## config.mk

```make
export PLATFORM = sky130hd
export DESIGN_NAME = onehot_decoder_buf
export DESIGN_NICKNAME = d
export VERILOG_FILES = /design/src/rtl/onehot_decoder_buf.sv
export SDC_FILE = /design/constraint.sdc
export NUM_CORES = 1
export LEC_CHECK = 0
export CAP_MARGIN = 20
export CORE_MARGIN = 2
export CORE_UTILIZATION = 45
export DETAILED_ROUTE_END_ITERATION = 8
export GPL_TIMING_DRIVEN = 0
export PLACE_DENSITY = 0.75
export SYNTH_ARGS = -nofsm -noshare
export SYNTH_HDL_FRONTEND = slang
export SYNTH_SLANG_ARGS = --single-unit
```

## constraint.sdc

```tcl
create_clock -name clk_i -period 4.9 [get_ports clk_i]
set_input_delay 0.98 -clock clk_i [delete_from_list [all_inputs] [get_ports clk_i]]
set_output_delay 0.98 -clock clk_i [all_outputs]
set_load 0.01 [all_outputs]
```

## src/rtl/onehot_decoder_buf.sv

```systemverilog
// Registered binary-to-one-hot decoder with a 2-entry output FIFO and valid/ready
// handshakes on both sides; no combinational path from index_i to wire_o.
module onehot_decoder_buf #(
  parameter  int NUM_WIRE = 16,
  localparam int IDX_W    = $clog2(NUM_WIRE)
) (
  input  logic                clk_i,
  input  logic                arst_ni,
  input  logic                clear_i,
  input  logic [IDX_W-1:0]    index_i,
  input  logic                index_valid_i,
  output logic                index_ready_o,
  output logic [NUM_WIRE-1:0] wire_o,
  output logic                wire_valid_o,
  input  logic                wire_ready_i,
  output logic [1:0]          count_o,
  output logic                range_err_o
);

  logic [NUM_WIRE-1:0] mem_q [2];
  logic                rd_ptr_q, wr_ptr_q;
  logic [1:0]          count_q, count_d;
  logic                range_err_q, range_err_d;
  logic                push, pop, in_range;
  logic [NUM_WIRE-1:0] dec;

  assign index_ready_o = (count_q != 2'd2) && !clear_i;
  assign wire_valid_o  = (count_q != 2'd0) && !clear_i;
  assign push          = index_valid_i && index_ready_o;
  assign pop           = wire_valid_o && wire_ready_i;
  assign wire_o        = wire_valid_o ? mem_q[rd_ptr_q] : '0;
  assign count_o       = count_q;
  assign range_err_o   = range_err_q;

  // An out-of-range index matches no wire, so the decode is all zeros.
  always_comb begin
    dec = '0;
    for (int i = 0; i < NUM_WIRE; i++) begin
      dec[i] = (index_i == IDX_W'(i));
    end
  end

  assign in_range = |dec;

  always_comb begin
    count_d     = count_q;
    range_err_d = range_err_q;
    if (clear_i) begin
      count_d     = 2'd0;
      range_err_d = 1'b0;
    end else begin
      case ({push, pop})
        2'b10:   count_d = count_q + 2'd1;
        2'b01:   count_d = count_q - 2'd1;
        default: count_d = count_q;
      endcase
      if (push && !in_range) range_err_d = 1'b1;
    end
  end

  always_ff @(posedge clk_i or negedge arst_ni) begin
    if (!arst_ni) begin
      mem_q[0]    <= '0;
      mem_q[1]    <= '0;
      rd_ptr_q    <= 1'b0;
      wr_ptr_q    <= 1'b0;
      count_q     <= 2'd0;
      range_err_q <= 1'b0;
    end else begin
      count_q     <= count_d;
      range_err_q <= range_err_d;
      if (clear_i) begin
        rd_ptr_q <= 1'b0;
        wr_ptr_q <= 1'b0;
      end else begin
        if (push) begin
          mem_q[wr_ptr_q] <= dec;
          wr_ptr_q        <= ~wr_ptr_q;
        end
        if (pop) rd_ptr_q <= ~rd_ptr_q;
      end
    end
  end

endmodule

```

==> qor.csv, run 1 <==
stage,metric,value,unit
outcome,outcome,finished clean,
critical_path,arrival,2.65,ns
cells_and_area,final_cell_mix,"37 x dfrtp_1, 27 x nor2_1, 27 x clkdlybuf4s50_1",
synth,syn-cell-area,1840,um^2
clock_network,clk-insertion-delay-late,0.29,ns
detailed_routing,routedWlPerCell,14.9,um
detailed_routing,ant_nets,0,
synth,synth_cells,153,
cells_and_area,final_layout_size_suffix_gt1_share,24.9,%
critical_path,cp_slowest_cell,clkdlybuf4s50_1,
detailed_routing,dr.pass1.iters,4,
cells_and_area,area_growth,22.8,%
clock_network,ctsResizeCount,0,
critical_path,cp-start-kind,input port,
synth,ys_ff_latch,37,
critical_path,r2r_setup_slack,2.77,ns
min_path,hold_path.class,flip-flop to flip-flop,
synth,avgSynthCellArea,12.0,um^2
clock_network,cts_htree_levels,2,
synth,synth_top_cell_area_share,50.3,%
timing,skew,0.00612,ns
critical_path,r2r-start,count_o[1]$_DFFE_PN0P_,
timing,post-route-min-period,3.63,ns
synth,seq_area_frac_synth,50.3,%
critical_path,endpoint,wire_o[7],
grt,met3_usage,5.43,%
synth,async_reset_ff_share,100,%
clock_network,cts.clk_slew.worst_paths,0.07,ns
synth,ys.flop_type,dfrtp_1,
critical_path,worst_path_most_repeated_cell,clkbuf_1,
job,cap_violations,0,
timing,tightest_slew,0.863,ns
clock_network,cts_tree,built,
detailed_routing,vias_per_cell,5.26,
die,fp-row-count,23,
synth,synthXorXnorAreaFrac,0.476,%
grt,grt_pass1_wl,6040,um
timing,finalMaxSlewViolations,0,
detailed_routing,via_count,1256,
clock_network,numCtsBuffers,5,
cells_and_area,final_common_cell,dfrtp_1,
power,p_total,632,uW
synth,yosysTopAreaCell,dfrtp_1,
synth,synth_fa_ha_area_share,0,%
grt,antenna_found_initial,0,
timing,slew_headroom,42.0,%
critical_path,ff2ff_path_depth,4,
die,ios,30,
grt,top_usage_layer,met2,
clock_network,cts_root_buffer,clkbuf_8,
detailed_routing,remaining_drc_errors,0,
min_path,hold_depth,1,
timing,finalSetupTns,0,ns
cells_and_area,postLayoutCellArea,2260,um^2
timing,period_share,74.1,%
critical_path,cp_max_fo,10,
synth,synthDistinctLibCells,27,
grt,grt_use_met2,28.8,%
synth,netlist_top_cells_area,"dfrtp_1 50%, mux2_2 13%, mux2i_1 9.2%, mux2_4 8.2%, nor2_1 5.5%",
synth,syn_nets,162,
critical_path,worstPathCellList,"clkbuf_1, o21bai_1, clkbuf_1, nor2_1, clkdlybuf4s50_1",
power,power_density,279,nW/um^2
critical_path,crit_path_start,clear_i,
die,core_area,3970,um^2
placed_design,portBuffers,28,
critical_path,r2r_end,mem_q[23]$_DFFE_PN0P_,
cells_and_area,nets,197,
timing,fmax,275,MHz
clock_network,cts_buffer_depth,2,
grt,grt_use_total,18.1,%
grt,grt_max_degree,38,
critical_path,endpoint_kind,output pin,
synth,synth-simple-area-share,12.8,%
power,p_leak,1.02,nW
die,start_util,46.4,%
placed_design,dp_hpwl,2560,um
synth,synth_compound_area_share,2.85,%
synth,synth_edf_count,0,
detailed_routing,first_iter_violations,39,
clock_network,hold_buffers,0,
critical_path,critPathKind,input port to output pin,
placed_design,placed_area,2180,um^2
timing,setup_viol_count_final,0,
cells_and_area,antenna_cells,0,
die,die_area,4620,um^2
clock_network,cts_sinks,37,
timing,rsz0062_at_grt,no,
die,die_h,68.0,um
synth,synthMuxAreaShare,30.8,%
clock_network,post_cts_buffers,0,
placed_design,gp_congestion,0.799,
critical_path,crit_path_max_incr_delay,0.50,ns
critical_path,required,3.92,ns
power,vdd_drop_max,0.141,mV
synth,yosysWarnings,0,
timing,finalHoldViolations,0,
die,die_w,68.0,um
grt,grt_pass1_vias,1262,
grt,grt-ovfl-total,0,
detailed_routing,drt_wl_total,3560,um
synth,synth_top_family_by_area,multiplexers,
grt,use_met1,23.8,%
==> final cells by class <==
type / count / area [um^2]
multi-input cells: 107 / 866
repair buffers: 28 / 275
clock buffers: 6 / 72.6
clock inverters: 2 / 10.0
flip-flops and latches: 37 / 926
inverters: 2 / 7.51
plain buffers: 7 / 42.5
well taps: 50 / 62.6
fillers: 337 / 1710
==> worst min path at each step <==
| stage | startpoint | endpoint | slack (ns) |
|---|---|---|---|
| global route | mem_q[13]$_DFFE_PN0P_ | mem_q[13]$_DFFE_PN0P_ | 0.52 |
| global placement | range_err_o$_DFFE_PN0P_ | range_err_o$_DFFE_PN0P_ | 0.49 |
| CTS | mem_q[14]$_DFFE_PN0P_ | mem_q[14]$_DFFE_PN0P_ | 0.51 |
| finish | mem_q[27]$_DFFE_PN0P_ | mem_q[27]$_DFFE_PN0P_ | 0.51 |
| floorplan | mem_q[10]$_DFFE_PN0P_ | mem_q[10]$_DFFE_PN0P_ | 0.48 |
| detailed placement | mem_q[14]$_DFFE_PN0P_ | mem_q[14]$_DFFE_PN0P_ | 0.49 |
==> per-stage QoR <==
stage	util, %	hold slack (ns)	setup slack (ns)	std cells
floorplan	-	0.479	2.00	153
global placement	55.0	0.485	1.23	231
detailed placement	54.9	0.493	1.19	231
CTS	57.0	0.509	1.18	239
global route	57.0	0.523	1.07	239
finish	57.0	0.505	1.27	239
==> cells in the mapped netlist, types with 2 or more instances <==
master and number:
a21oi_1 4, o21ai_0 2, mux2_2 22, inv_1 2
nor2_1 27, dfrtp_1 37, mux2i_1 17, nor3_1 6
mux2_4 10, nand2b_1 4, clkbuf_1 3, buf_4 2
o21bai_1 2, nand2_1 2
==> state kept, by name (all words and copies together), names as in the netlist <==
name and count:
count_o 2, rd_ptr_q 1, mem_q 32, range_err_o 1, wr_ptr_q 1
==> power breakdown <==
group	total [mW]	internal, mW	switching [mW]	leakage, nW
Combinational	0.0937	0.0484	0.0453	0.473
Sequential	0.338	0.326	0.0120	0.507
Clock	0.200	0.0984	0.102	0.0450
==> kinds of logic (layout without fill, tap and decap cells) <==
| family | after synthesis | count (layout) |
|---|---|---|
| XOR/XNOR | 1 | 1 |
| buffers and inverters | 9 | 45 |
| flip-flops | 37 | 37 |
| multiplexers | 49 | 49 |
| AO/OA/AOI/OAI | 9 | 9 |
| AND/OR/NAND/NOR | 48 | 48 |
==> metal layers <==
layer	routed length, um	share of wire [%]	up-vias
li1	-	-	603
met1	1650	46	613
met2	1680	47	34
met3	170	4.8	6
met4	54	1.5	0
met5	0	0	-
==> critical path, delay by kind of cell <==
kind,cells,cell delay (ns)
compound gates,1,0.35
buf+inv,3,1.22
simple gates,1,0.10
No activity file was read; power rests on OpenSTA's default activity.
==> inputs of run 2 (changes only) <==
Clock period 4.9 ns to 3.6 ns, I/O delays scaled along.
==> results of run 2 <==
The final DEF is identical to that of run 1. Status: finished clean.
Among the figures that moved: setup slack after placement 1.19 ns -> 0.407 ns; setup slack after layout 1.27 ns -> 0.488 ns; register-to-register setup slack 2.77 ns -> 1.47 ns; total power 0.632 mW -> 0.860 mW; worst IR drop on VDD 0.141 mV -> 0.191 mV
